[src/rtl/serial_negate.sv]
// serial_negate: bit-serial two's-complement negation.
// An operand is captured in IDLE, walked LSB-first for WIDTH cycles using the
// "copy up to and including the first 1, then invert" rule, and the result
// is presented in DONE until the downstream side accepts it.
module serial_negate #(
   parameter int WIDTH = 8
) (
   input  logic             clk,
   input  logic             rst,
   input  logic             in_valid,
   output logic             in_ready,
   input  logic [WIDTH-1:0] in_data,
   output logic             out_valid,
   input  logic             out_ready,
   output logic [WIDTH-1:0] out_data,
   output logic             overflow,
   output logic             zero
);

   // Counter only has to reach WIDTH-1; keep at least one bit for WIDTH=2.
   localparam int CW = (WIDTH > 2) ? $clog2(WIDTH) : 1;
   localparam logic [CW-1:0] LAST = CW'(WIDTH - 1);

   typedef enum logic [1:0] {
      IDLE  = 2'd0,
      SHIFT = 2'd1,
      DONE  = 2'd2
   } state_t;

   state_t state, state_nxt;

   logic signed [WIDTH-1:0] opnd_p0;   // operand, consumed from bit 0
   logic signed [WIDTH-1:0] res_p1;    // result, filled from the MSB side
   logic [CW-1:0]           cnt;       // bits processed in SHIFT
   logic                    seen_one;  // a 1 has already passed in the operand

   logic in_fire;
   logic out_fire;
   logic last_bit;
   logic res_bit;

   // One result bit: below (and at) the first 1 the operand is copied,
   // above it every bit is inverted.
   function automatic logic negate_bit(input logic opnd_bit, input logic seen);
      return opnd_bit ^ seen;
   endfunction

   // The most negative value is the only nonzero fixed point of negation,
   // so checking the result is equivalent to checking the operand.
   function automatic logic is_most_negative(input logic [WIDTH-1:0] v);
      return v == {1'b1, {(WIDTH-1){1'b0}}};
   endfunction

   assign in_fire  = (state == IDLE) && in_valid;
   assign out_fire = (state == DONE) && out_ready;
   assign last_bit = (cnt == LAST);
   assign res_bit  = negate_bit(opnd_p0[0], seen_one);

   // State register; reset forces IDLE without waiting for a clock.
   always_ff @(posedge clk or posedge rst) begin
      if (rst) begin
         state <= IDLE;
      end else begin
         state <= state_nxt;
      end
   end

   // Next-state logic: capture -> WIDTH shift edges -> hold until accepted.
   always_comb begin
      state_nxt = state;
      case (state)
         IDLE: begin
            if (in_fire) state_nxt = SHIFT;
         end
         SHIFT: begin
            if (last_bit) state_nxt = DONE;
         end
         DONE: begin
            if (out_fire) state_nxt = IDLE;
         end
         default: state_nxt = IDLE;
      endcase
   end

   // Serial datapath: capture on input handshake, one bit per SHIFT cycle,
   // frozen otherwise so DONE outputs stay stable under backpressure.
   always_ff @(posedge clk or posedge rst) begin
      if (rst) begin
         opnd_p0  <= '0;
         res_p1   <= '0;
         cnt      <= '0;
         seen_one <= 1'b0;
      end else begin
         case (state)
            IDLE: begin
               if (in_fire) begin
                  opnd_p0  <= in_data;
                  res_p1   <= '0;
                  cnt      <= '0;
                  seen_one <= 1'b0;
               end
            end
            SHIFT: begin
               opnd_p0  <= {1'b0, opnd_p0[WIDTH-1:1]};
               res_p1   <= {res_bit, res_p1[WIDTH-1:1]};
               seen_one <= seen_one | opnd_p0[0];
               cnt      <= last_bit ? '0 : cnt + 1'b1;
            end
            default: begin
               opnd_p0  <= opnd_p0;
               res_p1   <= res_p1;
               cnt      <= cnt;
               seen_one <= seen_one;
            end
         endcase
      end
   end

   // Outputs decode from registered state only; result fields are gated by DONE.
   always_comb begin
      in_ready  = (state == IDLE);
      out_valid = (state == DONE);
      out_data  = out_valid ? res_p1 : '0;
      zero      = out_valid && (res_p1 == '0);
      overflow  = out_valid && is_most_negative(res_p1);
   end

endmodule
[config.mk]
export PLATFORM = sky130hd
export DESIGN_NAME = serial_negate
export DESIGN_NICKNAME = d
export VERILOG_FILES = /design/src/rtl/serial_negate.sv
export SDC_FILE = /design/constraint.sdc
export NUM_CORES = 1
export LEC_CHECK = 0
export CELL_PAD_IN_SITES_DETAIL_PLACEMENT = 0
export CELL_PAD_IN_SITES_GLOBAL_PLACEMENT = 1
export CORE_MARGIN = 4
export CORE_UTILIZATION = 50
export DETAILED_ROUTE_END_ITERATION = 8
export DONT_BUFFER_PORTS = 1
export PLACE_DENSITY = 0.79
export SLEW_MARGIN = 20
export SYNTH_ARGS = -nofsm -noshare
export SYNTH_HDL_FRONTEND = slang
export SYNTH_SLANG_ARGS = --single-unit
[constraint.sdc]
create_clock -name clk -period 1.85 [get_ports clk]
set_clock_uncertainty 0.05 [all_clocks]
set_input_delay 0.185 -clock clk [delete_from_list [all_inputs] [get_ports clk]]
set_output_delay 0.185 -clock clk [all_outputs]
set_load 0.005 [all_outputs]
==> key figures <==
Worst setup path
  • Worst setup path startpoint: state[0]$_DFFE_PP0P_
  • CP required: roughly 1600 ps
  • Reg2Reg Depth: 5
  • Critical path endpoint: overflow
  • CP Max Fanout: 9
  • Worst r2r src: state[0]$_DFFE_PP0P_
  • Crit start category: register
  • Worst r2r dst: opnd_p0[7]$_DFFE_PP0P_
  • Crit path arrival time: 1500 ps
  • Worst setup EP type: output pin
  • Setup slack, reg-to-reg: approximately 140 ps
  • Critical path class: register to output pin

CTS
  • Worst-Skew Late Latency: 290 ps
  • Clk buf depth: 2
  • Clock transition at path regs: ~120 ps
  • CTS tree: built
  • CTS Sinks: 22
  • Root buf cell: clkbuf_4
  • CTS buffer count: 3
  • CTS HTree Levels: 1

Finish
  • Fraction of layout cells with a size suffix above 1: between 10% and 20%
  • Area growth, synth to finish: 12.3%
  • Fin nets: between 100 and 150
  • Final Util: about three fifths
  • Antenna diodes: 0

Timing
  • Rel. slew slack: between 30 and 40%
  • FMAX: about 0.58 GHz
  • Final setup viols: 0
  • Final Hold Viols: 0
  • Worst setup slack after layout: 113 ps
  • Max-slew violation count: 0
  • Hold_ws: 49.5 ps
  • Final period utilization: a little over nine tenths
  • Tmin final: ~1700 ps
  • Worst Tran Pin Value: ~930 ps
  • Fin Setup TNS: 0 ps
  • RSZ-0062 raised after global routing: no

Synth
  • Synth top cells by count: dfrtp_1 (22), a22o_1 (10), and2_1 (8), inv_1 (7)
  • Synthesized area: approximately 1100 µm²
  • Syn Nets: 114
  • Syn avg cell area: approximately 11 µm²
  • Ys async rst share: 100%
  • Top-area cell type share of the netlist area: slightly above 50%
  • Synth Flop Type: dfrtp_1
  • Synthesized instance count: 99
  • Count leader, synth: dfrtp_1
  • Synth warn: 0
  • Yosys cell types: 30
  • Area leader, netlist: dfrtp_1
  • Number of enable flip-flop cells after synthesis: 0
  • Synth area leaders: dfrtp_1 (52%), a22o_1 (8.3%), and2_1 (4.7%), ha_1 (3.5%), nor3b_1 (3.5%)
  • Number of synthesized register bits: 22
  • Seq/Total Area, Yosys: 51.9%

Global routing
  • Vias in the first global route: 725
  • Most used routing layer: met2
  • Met3 global-route usage: under 10%
  • Met1 GRT Util: between 20% and 30%
  • Total gr overflow: 0
  • Global-route wire length before repair: approximately 3300 µm
  • Antenna violations before repair: 0
  • Met2 Track Usage GR: approximately 25%
  • Largest net degree at the start of global routing: 23
  • GR Util All Layers: approximately 16%

Placement
  • IO buf count: 0
  • Post-Place Worst Slack: between 150 and 200 ps
  • Placed wire-length estimate: approximately 1400 µm
  • Placer Congestion: ~0.73

Die
  • Initial Utilization: 53.5%
  • Die Wd: around 54 µm
  • Die Footprint: about 3000 µm²
  • CORE AREA: between 1500 and 2000 µm²
  • # IOs: 24
  • Die Span Y: ~54 µm
  • FP Rows: 16

Routing
  • Starting DRC count in detailed routing: 16
  • DRC: 0
  • Via density per instance: 5.89
  • Final antenna-violating net count: 0
  • Wire length per cell: about 16 µm
  • Vias: between 700 and 800
  • Routed wire length: between 2000 and 2500 µm
  • 1st-pass router iterations: 4

Run status
  • Outcome: finished, final reports clean

Pwr
  • Peak supply drop: a little over 0.0009 V
  • Pwr dens: approximately 1600 nW/µm²
  • Leak: 0.000548 µW

Flow run
  • Max-cap violation count: 0

Worst hold path
  • HP Class: primary input to register
## worst max-delay path, stage by stage, from the launching register on
cell and delay [ps]:
dfrtp_2 480, nand2b_1 220, inv_2 150, and2_1 180, and3_1 180
## cell families (layout without fill, tap and decap cells)
| logic type | count (synthesis) | count (layout) | share of synthesized area [%] |
|---|---|---|---|
| buf+inv | 13 | 20 | 5.43 |
| fa+ha+maj | 3 | 3 | 3.54 |
| compound gates | 26 | 26 | 19.0 |
| mux | 1 | 1 | 0.945 |
| flops | 22 | 22 | 51.9 |
| simple gates | 34 | 34 | 19.1 |
## cell type report
cell class	instances	area, µm²
tap	27	33.8
clock inverter	1	30.0
fill	174	792
sequential	22	552
multi-input combinational	64	452
inverter	8	30.0
clock buffer	3	22.5
timing repair buffer	8	70.1
## layout by cell type, fill, tap and decap left out, types with 3 or more instances in the layout
cell	synthesis	routed
a22o_1	10	10
buf_4	1	4
clkbuf_4	0	3
a21oi_1	4	4
inv_1	7	7
dlygate4sd3_1	0	4
nand2_1	5	5
and2_1	8	8
nor2b_1	3	3
nor3b_1	5	5
dfrtp_1	22	21
ha_1	3	3
o22a_1	3	3
## worst min path at each step
| stage | depth (start not counted) | start | endpoint | slack (ps) |
|---|---|---|---|---|
| after floorplan | 1 | rst | cnt[0]$_DFFE_PP0P_ | 120 |
| after global placement | 2 | rst | opnd_p0[5]$_DFFE_PP0P_ | 80 |
| after detailed placement | 2 | rst | opnd_p0[3]$_DFFE_PP0P_ | 80 |
| after CTS | 2 | in_valid | opnd_p0[6]$_DFFE_PP0P_ | 40 |
| after global routing | 2 | in_valid | opnd_p0[6]$_DFFE_PP0P_ | 30 |
| final | 2 | in_valid | opnd_p0[6]$_DFFE_PP0P_ | 50 |
## routing by layer
layer	up-vias	part of all wire [%]
li1	368	-
met1	399	48
met2	14	48
met3	2	3.9
met4	0	0.48
met5	-	0
## what timing repair did
item / 4_1_cts / 5_1_grt
hold buffers: 4 / 0
resized for setup: 0 / 1
buffers inserted: 0 / 1
setup endpoints to repair: 0 / 2
hold endpoints to repair: 25 / 0
## flip-flops by register name, indices dropped and copies added (netlist names)
signal    flops
state         2
opnd_p0       8
seen_one      1
res_p1        8
cnt           3
## where the power goes
group | total (µW) | switching [µW] | internal, µW
Sequential | 850 | 154 | 696
Clock | 359 | 140 | 219
Combinational | 684 | 336 | 348
Total | 1890 | 630 | 1260
## metrics by stage
step / instance area (µm²) / power, µW / std cells
floorplan: 1060 / 1390 / 99
global placement: 1090 / 1500 / 124
detailed placement: 1090 / 1520 / 124
CTS: 1180 / 1890 / 132
global route: 1190 / 2040 / 133
finish: 1190 / 1890 / 133
No activity file was read; power rests on OpenSTA's default activity.
